[src/rtl/crc_rr_arbiter.sv]
// Packet-level round-robin arbiter driving the one-hot select of the CRC datapath mux.
// Optional stall watchdog is compiled in with `define CRC_ARB_TIMEOUT_EN.
module crc_rr_arbiter #(
  parameter int PORTS   = 4,
  parameter int TIMEOUT = 16
) (
  input  logic             clk,
  input  logic             rst_n,
  input  logic [PORTS-1:0] s_valid_i,
  input  logic [PORTS-1:0] s_last_i,
  output logic [PORTS-1:0] s_ready_o,
  output logic [PORTS-1:0] sel_o,
  output logic             m_valid_o,
  output logic             m_last_o,
  input  logic             m_ready_i,
  output logic             busy_o,
  output logic             timeout_o
);

  localparam int PW = (PORTS > 1) ? $clog2(PORTS) : 1;
  localparam logic [PORTS-1:0] ONE = PORTS'(1);

  typedef enum logic {IDLE, BUSY} state_t;

  state_t           state_reg, state_next;
  logic [PORTS-1:0] sel_reg, sel_next;
  logic [PW-1:0]    ptr_reg, ptr_next;
  logic [PORTS-1:0] mask_hi, req_hi, pick;
  logic [PW-1:0]    gidx, ptr_adv;
  logic             accept;
  logic             timeout;

`ifdef CRC_ARB_TIMEOUT_EN
  localparam int CW = $clog2(TIMEOUT + 1);
  logic [CW-1:0] cnt_reg, cnt_next;
`endif

  // Sources at or above the pointer win; otherwise fall back to the lowest index (wrap).
  genvar gi;
  generate
    for (gi = 0; gi < PORTS; gi++) begin : g_mask
      assign mask_hi[gi] = (ptr_reg <= PW'(gi));
    end
  endgenerate

  assign req_hi = s_valid_i & mask_hi;
  assign pick   = (|req_hi) ? (req_hi & (~req_hi + ONE))
                            : (s_valid_i & (~s_valid_i + ONE));

  always_comb begin
    gidx = '0;
    for (int i = 0; i < PORTS; i++) begin
      if (sel_reg[i]) gidx = PW'(i);
    end
  end

  assign ptr_adv = (gidx == PW'(PORTS - 1)) ? '0 : gidx + PW'(1);

  assign sel_o     = sel_reg;
  assign s_ready_o = sel_reg & {PORTS{m_ready_i}};
  assign m_valid_o = |(s_valid_i & sel_reg);
  assign m_last_o  = |(s_last_i & sel_reg);
  assign busy_o    = (state_reg == BUSY);
  assign timeout_o = timeout;
  assign accept    = m_valid_o & m_ready_i;

  always_ff @(posedge clk) begin
    if (!rst_n) begin
      state_reg <= IDLE;
      sel_reg   <= '0;
      ptr_reg   <= '0;
`ifdef CRC_ARB_TIMEOUT_EN
      cnt_reg   <= '0;
`endif
    end else begin
      state_reg <= state_next;
      sel_reg   <= sel_next;
      ptr_reg   <= ptr_next;
`ifdef CRC_ARB_TIMEOUT_EN
      cnt_reg   <= cnt_next;
`endif
    end
  end

  always_comb begin
    state_next = state_reg;
    sel_next   = sel_reg;
    ptr_next   = ptr_reg;
    timeout    = 1'b0;
`ifdef CRC_ARB_TIMEOUT_EN
    cnt_next   = cnt_reg;
`endif
    case (state_reg)
      IDLE: begin
        if (|s_valid_i) begin
          sel_next   = pick;
          state_next = BUSY;
`ifdef CRC_ARB_TIMEOUT_EN
          cnt_next   = '0;
`endif
        end
      end
      BUSY: begin
        if (accept && m_last_o) begin
          sel_next   = '0;
          state_next = IDLE;
          ptr_next   = ptr_adv;
`ifdef CRC_ARB_TIMEOUT_EN
          cnt_next   = '0;
`endif
        end
`ifdef CRC_ARB_TIMEOUT_EN
        else if (!m_valid_o) begin
          // The stall that would bring the count to TIMEOUT is the release cycle.
          if (cnt_reg == CW'(TIMEOUT - 1)) begin
            timeout    = 1'b1;
            sel_next   = '0;
            state_next = IDLE;
            ptr_next   = ptr_adv;
            cnt_next   = '0;
          end else begin
            cnt_next = cnt_reg + CW'(1);
          end
        end else begin
          cnt_next = '0;
        end
`endif
      end
      default: begin
        state_next = IDLE;
        sel_next   = '0;
      end
    endcase
  end

endmodule

[config.mk]
export PLATFORM = sky130hd
export DESIGN_NAME = crc_rr_arbiter
export DESIGN_NICKNAME = d
export VERILOG_FILES = /design/src/rtl/crc_rr_arbiter.sv
export SDC_FILE = /design/constraint.sdc
export NUM_CORES = 1
export LEC_CHECK = 0
export ABC_CLOCK_PERIOD_IN_PS = 2100
export CAP_MARGIN = 20
export CORE_AREA = 3 3 40 42
export DETAILED_ROUTE_END_ITERATION = 10
export DIE_AREA = 0 0 43 45
export PLACE_DENSITY = 0.66
export SLEW_MARGIN = 20
export SYNTH_ARGS = -nofsm -noshare
export SYNTH_HDL_FRONTEND = slang
export SYNTH_SLANG_ARGS = --single-unit
export TNS_END_PERCENT = 30
[constraint.sdc]
create_clock -name clk -period 2.1 [get_ports clk]
set_input_delay 0.21 -clock clk [delete_from_list [all_inputs] [get_ports clk]]
set_output_delay 0.21 -clock clk [all_outputs]
set_load 0.02 [all_outputs]
==> reports/qor.csv, run 1 <==
stage,metric,value,unit
die,die-area,1940,um^2
setup_path,worstPathRequired,1890,ps
placed_design,gp_congestion,0.911,
cts,clkLatencyLatePin,260,ps
cts,clock_sinks,7,
die,pin_count,23,
die,die_h,45,um
synthesis,synth_most_common_cell,nor2_1,
setup_path,crit_type,input port to output pin,
finish,largest_reg_flops,4,
detailed_routing,vias_per_cell,5.56,
min_path,hold_class,flip-flop to flip-flop,
cts,cts_hold_buf,0,
timing,setup_viol,0,
setup_path,worstPathArrival,1700,ps
detailed_routing,ant_nets,0,
setup_path,r2r_slack,790,ps
pwr,power.leakage,0.000261,uW
finish,area_growth,56.3,%
synthesis,synthArstFlopShare,0,%
die,die_w,43,um
die,initial_core_util,34.3,%
global_routing,grt_usage,16.9,%
global_routing,grt_pass1_wl,2370,um
setup_path,cp-start-kind,input port,
timing,layout_min_cycle_time,1910,ps
cts,cts_resized,0,
global_routing,antenna_found_initial,0,
pwr,p_total,357,uW
run,cap_violations,0,
synthesis,syn-num-nets,69,
cts,cts_buffer_depth,2,
cts,cts_buffers,3,
synthesis,syn_inst,58,
placed_design,place_ws,212,ps
synthesis,ys.flop_type,dfxtp_1,
timing,fin_ws,193,ps
detailed_routing,drc,0,
setup_path,cp_max_fo,7,
synthesis,synth.cell_area,440,um^2
finish,drive_above_1_share,4.88,%
timing,rsz0062_at_grt,no,
synthesis,netlist_top_cells_count,"nor2_1 (11), dfxtp_1 (7), a21oi_1 (5), and2_1 (5), nand2_1 (5)",
synthesis,yosysTopAreaCellShare,31.8,%
global_routing,grt_max_degree,8,
cts,post_cts_buffers,0,
timing,clock_skew,2.81,ps
synthesis,synth_area_leader_cell,dfxtp_1,
timing,slew_violations,0,
synthesis,synth_edf_count,0,
finish,nNetsFinal,94,
synthesis,synth_area_leaders,"dfxtp_1 (32%), nor2_1 (9.4%), and2_1 (7.1%), a22oi_1 (6.8%), a21oi_1 (5.7%)",
cts,clkSlewWorstSetupHoldPaths,50,ps
placed_design,io_buffers,21,
synthesis,synth_seq_area_share,31.8,%
outcome,status,completed,
die,design.core.area,1280,um^2
setup_path,endpoint_kind,output pin,
synthesis,avgSynthCellArea,7.59,um^2
synthesis,ys_ff_latch,7,
die,rows,13,
synthesis,synth.distinct_cells,20,
timing,fmax,524,MHz
detailed_routing,wirelength,1360,um
global_routing,grt_pass1_vias,531,
synthesis,yosysWarningCount,0,
detailed_routing,drt_iter0_markers,34,
timing,hold_violations,0,
cts,cts_tree,yes,
cts,cts.htree.levels,1,
cts,root_buffer,clkbuf_4,
pwr,p_per_area,519,nW/um^2
detailed_routing,vias,539,
global_routing,grt-ovfl-total,0,
timing,fin_tns_setup,0,ps
finish,diodes,0,
pwr,ir_worst_vdd,0.000297,V
detailed_routing,dr.pass1.iters,4,
timing,finalCritPeriodShare,90.8,%
detailed_routing,wire_per_inst,14.0,um
[worst max-delay path, stage by stage]
cell             delay [ps]
clkdlybuf4s50_1         620
a22oi_1                 100
nand2_1                 140
clkdlybuf4s50_1         620
[where the power goes]
group          leakage, uW  total [uW]  internal [uW]  switching, uW
sequential       0.0000572         144            137           6.87
clock            0.0000150         125           72.7           52.7
combinational     0.000188        87.7           44.7           43.0
total             0.000261         357            255            103
[area by class of cell]
type	count	area, um^2
Fill cell	134	597
Timing Repair Buffer	21	210
Clock buffer	4	26.3
Multi-Input combinational cell	47	282
Tap cell	15	18.8
Sequential cell	7	140
Inverter	3	11.3
[metrics by stage]
stage,instance area [um^2],util (%),std cells,hold slack (ps)
after CTS,688,53.6,97,553
after detailed placement,662,51.5,93,547
after global routing,688,53.6,97,592
after global placement,662,51.5,93,539
after floorplan,440,-,58,349
final,688,53.6,97,554
[cells in the final DEF, fill, tap and decap left out, types with 3 or more instances in the layout]
cell	synthesis	routed
and2_1	5	5
a21oi_1	5	5
dfxtp_1	7	7
clkdlybuf4s50_1	0	21
inv_1	3	3
nor2_1	11	11
clkbuf_4	0	3
a22oi_1	4	4
nand2_1	5	5
[cell families (layout without fill, tap and decap cells)]
| family | count (synthesis) | after routing | share of synthesized area [%] |
|---|---|---|---|
| other cells | 1 | 1 | 0.851 |
| mux | 2 | 2 | 4.55 |
| compound gates | 18 | 18 | 30.7 |
| flops | 7 | 7 | 31.8 |
| simple gates | 26 | 26 | 27.8 |
| buf+inv | 4 | 28 | 4.26 |
[path summary, 6_finish.rpt]
| kind | from | endpoint | depth (start not counted) |
|---|---|---|---|
| worst min register to register | ptr_reg[1] | ptr_reg[1] | 2 |
| worst min-delay path | ptr_reg[1] | ptr_reg[1] | 2 |
| worst max-delay path | s_valid_i[2] | m_valid_o | 4 |
| worst max register to register | sel_o[2] | sel_o[0] | 4 |
[metal layers]
layer	track usage, %	share of wire (%)
met5	0	0
met2	26.6	45
met3	5.18	10
met1	19.9	43
met4	10.8	2.5
No activity file was read; power rests on OpenSTA's default activity.
==> run 2, diff against run 1 <==
--- a/config.mk
+++ b/config.mk
@@ -15,4 +15,3 @@
 export SYNTH_ARGS = -nofsm -noshare
 export SYNTH_HDL_FRONTEND = slang
 export SYNTH_SLANG_ARGS = --single-unit
-export TNS_END_PERCENT = 30
==> results of run 2 <==
Final layout, timing and power as in run 1 (identical DEF).
==> run 3, diff against run 2 <==
--- a/config.mk
+++ b/config.mk
@@ -8,6 +8,7 @@
 export ABC_CLOCK_PERIOD_IN_PS = 2100
 export CAP_MARGIN = 20
 export CORE_AREA = 3 3 40 42
+export CTS_CLUSTER_DIAMETER = 150
 export DETAILED_ROUTE_END_ITERATION = 10
 export DIE_AREA = 0 0 43 45
 export PLACE_DENSITY = 0.66
==> results of run 3 <==
Final layout, timing and power as in run 1 (identical DEF).
